## src/rtl/global.v

```verilog
// Shared constants for the BCD up-counter block: datapath width, zero value,
// largest legal BCD digit and the FSM state encodings.
`ifndef BCD_GLOBAL_V
`define BCD_GLOBAL_V

`define BCD_COUNTER_BITS 16
`define BCD_COUNTER_ZERO 16'h0000
`define BCD_DIGIT_MAX    4'd9

`define BCD_ST_IDLE  2'd0
`define BCD_ST_RUN   2'd1
`define BCD_ST_PAUSE 2'd2
`define BCD_ST_DONE  2'd3

`endif

```

## src/rtl/bcd_up_4digit_counter_pkg.sv

```systemverilog
// Package for the 4-digit BCD up-counter: FSM state type built from the
// shared encodings, plus derived constants.
`include "global.v"

package bcd_up_4digit_counter_pkg;

   typedef enum logic [1:0] {
      ST_IDLE  = `BCD_ST_IDLE,
      ST_RUN   = `BCD_ST_RUN,
      ST_PAUSE = `BCD_ST_PAUSE,
      ST_DONE  = `BCD_ST_DONE
   } state_e;

   localparam int NUM_DIGITS = 4;

endpackage

```

## src/rtl/bcd_up_4digit_counter_digit.sv

```systemverilog
// bcd_digit_up: one BCD digit incrementer (combinational).
//   digit_i : current digit value (0..9)
//   inc_i   : increment enable (carry-in from the lower digit)
//   digit_o : incremented digit, wraps 9 -> 0
//   carry_o : high when the digit wraps while enabled
`include "global.v"

module bcd_digit_up (
   input  logic [3:0] digit_i,
   input  logic       inc_i,
   output logic [3:0] digit_o,
   output logic       carry_o
);

   always_comb begin
      digit_o = digit_i;
      carry_o = 1'b0;
      if (inc_i) begin
         if (digit_i == `BCD_DIGIT_MAX) begin
            digit_o = 4'd0;
            carry_o = 1'b1;
         end else begin
            digit_o = digit_i + 4'd1;
         end
      end
   end

endmodule

```

## src/rtl/bcd_up_4digit_counter.sv

```systemverilog
// bcd_up_4digit_counter: four-digit BCD up-counter with start/pause/clear
// control and a captured terminal limit.
//   clk, rst       : clock, synchronous active-high reset
//   tick           : count strobe
//   start          : capture counter_limit and count from 0000
//   pause          : toggle RUN <-> PAUSE
//   clear          : return to IDLE with count 0000
//   counter_limit  : terminal value, packed BCD
//   q              : current count, packed BCD
//   running, done  : state flags
//   done_pulse     : one cycle on entry to DONE
`include "global.v"

module bcd_up_4digit_counter
   import bcd_up_4digit_counter_pkg::*;
(
   input  logic                         clk,
   input  logic                         rst,
   input  logic                         tick,
   input  logic                         start,
   input  logic                         pause,
   input  logic                         clear,
   input  logic [`BCD_COUNTER_BITS-1:0] counter_limit,
   output logic [`BCD_COUNTER_BITS-1:0] q,
   output logic                         running,
   output logic                         done,
   output logic                         done_pulse
);

   state_e                         state_q, state_d;
   logic [`BCD_COUNTER_BITS-1:0]   cnt_q, cnt_d;
   logic [`BCD_COUNTER_BITS-1:0]   limit_q, limit_d;
   logic                           running_q, running_d;
   logic                           done_q, done_d;
   logic                           pulse_q, pulse_d;

   logic [`BCD_COUNTER_BITS-1:0]   cnt_inc;
   logic                           c0, c1, c2, c3;

   // Carry chain: the lowest digit is always enabled, so cnt_inc is cnt_q+1.
   // The carry out of the top digit flags that cnt_q is 9999.
   bcd_digit_up u_dig0 (.digit_i(cnt_q[3:0]),   .inc_i(1'b1), .digit_o(cnt_inc[3:0]),   .carry_o(c0));
   bcd_digit_up u_dig1 (.digit_i(cnt_q[7:4]),   .inc_i(c0),   .digit_o(cnt_inc[7:4]),   .carry_o(c1));
   bcd_digit_up u_dig2 (.digit_i(cnt_q[11:8]),  .inc_i(c1),   .digit_o(cnt_inc[11:8]),  .carry_o(c2));
   bcd_digit_up u_dig3 (.digit_i(cnt_q[15:12]), .inc_i(c2),   .digit_o(cnt_inc[15:12]), .carry_o(c3));

   always_comb begin
      state_d = state_q;
      cnt_d   = cnt_q;
      limit_d = limit_q;
      pulse_d = 1'b0;

      if (clear) begin
         state_d = ST_IDLE;
         cnt_d   = `BCD_COUNTER_ZERO;
      end else if (start) begin
         limit_d = counter_limit;
         cnt_d   = `BCD_COUNTER_ZERO;
         // A zero limit is already reached at the start.
         if (counter_limit == `BCD_COUNTER_ZERO) begin
            state_d = ST_DONE;
            pulse_d = 1'b1;
         end else begin
            state_d = ST_RUN;
         end
      end else begin
         unique case (state_q)
            ST_RUN: begin
               if (pause) begin
                  state_d = ST_PAUSE;          // tick in the same cycle is dropped
               end else if (tick) begin
                  if (c3) begin
                     state_d = ST_DONE;        // saturate at 9999
                     pulse_d = 1'b1;
                  end else begin
                     cnt_d = cnt_inc;
                     if (cnt_inc == limit_q) begin
                        state_d = ST_DONE;
                        pulse_d = 1'b1;
                     end
                  end
               end
            end
            ST_PAUSE: if (pause) state_d = ST_RUN;
            default: ;                         // IDLE and DONE hold
         endcase
      end

      running_d = (state_d == ST_RUN);
      done_d    = (state_d == ST_DONE);
   end

   always_ff @(posedge clk) begin
      if (rst) begin
         state_q   <= ST_IDLE;
         cnt_q     <= `BCD_COUNTER_ZERO;
         limit_q   <= `BCD_COUNTER_ZERO;
         running_q <= 1'b0;
         done_q    <= 1'b0;
         pulse_q   <= 1'b0;
      end else begin
         state_q   <= state_d;
         cnt_q     <= cnt_d;
         limit_q   <= limit_d;
         running_q <= running_d;
         done_q    <= done_d;
         pulse_q   <= pulse_d;
      end
   end

   assign q          = cnt_q;
   assign running    = running_q;
   assign done       = done_q;
   assign done_pulse = pulse_q;

endmodule

```

## config.mk

```make
export PLATFORM = sky130hd
export DESIGN_NAME = bcd_up_4digit_counter
export DESIGN_NICKNAME = d
export VERILOG_FILES = /design/src/rtl/bcd_up_4digit_counter_pkg.sv /design/src/rtl/bcd_up_4digit_counter_digit.sv /design/src/rtl/bcd_up_4digit_counter.sv
export VERILOG_INCLUDE_DIRS = /design/src /design/src/rtl
export SDC_FILE = /design/constraint.sdc
export NUM_CORES = 1
export LEC_CHECK = 0
export CORE_ASPECT_RATIO = 0.8
export CORE_MARGIN = 2
export CORE_UTILIZATION = 53
export CTS_CLUSTER_SIZE = 8
export DETAILED_ROUTE_END_ITERATION = 16
export PLACE_DENSITY = 0.91
export RECOVER_POWER = 25
export SLEW_MARGIN = 20
export SYNTH_ARGS = -nofsm -noshare
export SYNTH_HDL_FRONTEND = slang
export SYNTH_SLANG_ARGS = --single-unit
```

## constraint.sdc

```tcl
create_clock -name clk -period 2.68 [get_ports clk]
set_input_delay 0.268 -clock clk [delete_from_list [all_inputs] [get_ports clk]]
set_output_delay 0.268 -clock clk [all_outputs]
set_load 0.03 [all_outputs]
```

==> results.yml <==
sta:
  timing.fmax_ghz: 0.390
  fin_crit_ns: 2.56
  slew_viol_final: 0
  fin_ws_ns: 0.115
  hold_violations: 0
  fin_hold_ws_ns: 0.470
  max_slew_margin: 0.569
  worst_slew_pin_slew_ns: 0.647
  finalSetupViolCount: 0
  fin_crit_sh: 0.957
  finClkSkew_ns: 0.00928
power_and_ir_drop:
  p_leak_nw: 1.13
  power.density_nw_per_um2: 367
  power.total_mw: 1.09
  vdd_drop_max_mv: 0.280
global_route:
  grt_pass1_vias: 2156
  grt_pass1_wl_mm: 9.85
  grt_usage: 0.247
  antenna_found_initial: 0
  gr-total-overflow: 0
  grt_start_max_net_pins: 17
clock_tree:
  clkLatencyLatePin_ns: 0.31
  cts_buffers: 5
  cts_tree: "built"
  cts-root-buf: "clkbuf_8"
  clk_path_buf_depth: 2
  clkTransAtPathRegs_ns: 0.08
  cts-hold-fix-buffers: 0
  cts_sinks: 37
  htree_levels: 2
worst_setup_path:
  worst-setup-path-type: "reg2reg"
  rr_endpoint: "running$_SDFF_PP0_"
  crit_path_end_kind: "flip-flop"
  cp_num_buf_inv: 0
  crit_end: "running$_SDFF_PP0_"
  worstPathMaxFanout: 8
  path_depth: 9
  slowest_delay_ns: 0.46
  rr_worst_depth: 9
  crit_family: "simple AND/OR/NAND/NOR gates"
  cp_data_required_time_ns: 2.89
  crit_path_cell_trace: "ha_1 -> nand3b_4 -> nor3_4 -> mux2i_1 -> a22o_1 -> nor4_2 -> nand4_2 -> a21oi_1 -> and3b_1"
  timing.rr.start: "q[8]$_SDFFE_PP0P_"
  startpoint_type: "flip-flop"
  cp-startpoint: "q[8]$_SDFFE_PP0P_"
  cpMaxStageDelayCell: "dfxtp_1"
  arrival_ns: 2.77
  r2r_slack_ns: 0.12
routing:
  ant_nets: 0
  routed_via_density: 5.89
  vias: 2427
  route.detailed.drc: 0
  drt-total-wl_mm: 6.11
  wl_per_cell_um: 14.8
  drt_iter0_drc: 286
  dr.pass1.iters: 5
finish:
  seq_area_sq_um: 741
  fill_cells: 350
  diodes: 0
  syn_to_final_growth_pct: 23.3
  drive_gt1_frac: 0.0817
  final_area_sq_um: 2970
  multi_input_area_sq_um: 1550
  layout_commonest_cell: "nand2_1"
  fin_nets: 384
  fin_util: 0.694
  layout_common_cells: "nand2_1 (50), clkdlybuf4s50_1 (39), dfxtp_1 (37)"
place:
  place_worst_setup_slack_ns: 0.128
  placed_cell_area_sq_um: 2870
  dpl.hpwl_mm: 4.53
  gp_congestion: 0.966
  portBuffers: 40
die:
  row_count: 21
  die_h_um: 64.3
  io_pins: 41
  coreArea_sq_um: 4280
  dieArea_sq_um: 5100
  initial_utilization: 0.562
  die_x_um: 79.4
logic_synthesis:
  syn_area_per_cell_sq_um: 7.70
  syn_inst: 313
  async_reset_ff_frac: 0
  synth.cell_area_sq_um: 2410
  synth_seq_cells: 37
  yosysWarnings: 0
  synth_cell_types: 50
  synth_edf_count: 0
  yosysSeqAreaShare: 0.308
  synth_fp_nets: 343
  synth_ff_type: "dfxtp_1"
worst_hold_path:
  hold_path.class: "reg2reg"
run_status:
  status: "complete, no violations"
job:
  maxCapViolCount: 0
## synthesized netlist by cell type (2+ instances only)
| library cell | instances | area (sq um) |
|---|---|---|
| nand2_1 | 50 | 188 |
| dfxtp_1 | 37 | 741 |
| xor2_1 | 3 | 26.3 |
| nand2b_1 | 3 | 18.8 |
| a2bb2oi_1 | 3 | 26.3 |
| nor3b_1 | 2 | 15.0 |
| o211ai_1 | 2 | 15.0 |
| a21o_1 | 3 | 22.5 |
| mux2i_1 | 7 | 70.1 |
| nor3_1 | 7 | 35.0 |
| nor4_1 | 3 | 18.8 |
| xnor2_1 | 9 | 78.8 |
| o21ai_0 | 11 | 55.1 |
| and2_1 | 3 | 18.8 |
| o21a_1 | 3 | 22.5 |
| clkbuf_1 | 8 | 30.0 |
| nor2_1 | 31 | 116 |
| o32ai_1 | 2 | 17.5 |
| a21oi_1 | 30 | 150 |
| a22o_1 | 3 | 26.3 |
| buf_4 | 2 | 15.0 |
| nor2b_1 | 11 | 68.8 |
| a31oi_1 | 3 | 18.8 |
| nand3_1 | 11 | 55.1 |
| and3b_1 | 5 | 43.8 |
| nand4_1 | 3 | 18.8 |
| buf_2 | 4 | 20.0 |
| nand3b_4 | 2 | 40.0 |
| inv_1 | 13 | 48.8 |
| ha_1 | 8 | 100 |
| a211oi_1 | 6 | 45.0 |
| and3_1 | 2 | 12.5 |
| a311oi_1 | 5 | 43.8 |
| or4_1 | 2 | 15.0 |
## state kept, by name, indices dropped and copies added (netlist names)
name / count
state_q: 2
done_pulse: 1
limit_q: 16
running: 1
done: 1
q: 16
## per-layer routing
metal | vias up | wire length (um) | GRT usage
li1 | 1182 | - | -
met1 | 1080 | 2750 | 0.329
met2 | 141 | 2630 | 0.393
met3 | 24 | 562 | 0.0494
met4 | 0 | 164 | 0.0991
met5 | - | 0 | 0
## repair_timing
action                                  in CTS  in global routing
endpoints found under the setup margin       0                  3
buffers inserted                             0                  1
resized for setup                            0                  3
## report_power, final
| group | switching, mW | internal (mW) |
|---|---|---|
| Sequential | 0.0111 | 0.562 |
| Clock | 0.224 | 0.184 |
| Combinational | 0.0528 | 0.0576 |
| Total | 0.288 | 0.804 |
## worst reg2reg max path, cell delays in order, from the launching register on
cell      delay (ns)
dfxtp_1         0.46
ha_1            0.29
nand3b_4        0.13
nor3_4          0.39
mux2i_1         0.13
a22o_1          0.25
nor4_2          0.24
nand4_2         0.18
a21oi_1         0.20
and3b_1         0.19
## stage by stage
stage	instances	TNS, ns
global placement	403	0
CTS	411	0
finish	412	0
detailed placement	403	0
floorplan	313	0
global route	412	-0.0472
## worst min path at each step
stage | to | from | slack [ns] | cells past startpoint
2_1_floorplan | limit_q[3]$_SDFFE_PP0P_ | counter_limit[3] | 0.40 | 2
3_3_place_gp | limit_q[1]$_SDFFE_PP0P_ | limit_q[1]$_SDFFE_PP0P_ | 0.46 | 2
3_5_place_dp | limit_q[9]$_SDFFE_PP0P_ | limit_q[9]$_SDFFE_PP0P_ | 0.46 | 2
4_1_cts | limit_q[9]$_SDFFE_PP0P_ | limit_q[9]$_SDFFE_PP0P_ | 0.47 | 2
5_1_grt | limit_q[2]$_SDFFE_PP0P_ | limit_q[2]$_SDFFE_PP0P_ | 0.49 | 2
6_report | limit_q[9]$_SDFFE_PP0P_ | limit_q[9]$_SDFFE_PP0P_ | 0.47 | 2
## kinds of logic (layout without fill, tap and decap cells)
kind of cell	count (synthesis)	after routing	synth area share
xor gates and xnor gates	12	12	0.0436
adders and majority gates	8	8	0.0416
buffers and inverters	29	71	0.0535
and+or+nand+nor	144	144	0.323
DFF	37	37	0.308
AOI/OAI and AO/OA	76	76	0.202
muxes	7	7	0.0291
## final cells by class
cell class                 instances  share of cell area
sequential                        37               0.249
inverter                          13              0.0164
multi-input combinational        247               0.521
timing repair buffer              50               0.159
clock inverter                     3             0.00716
tap                               57              0.0240
clock buffer                       5              0.0232
No activity file was read; power rests on OpenSTA's default activity.
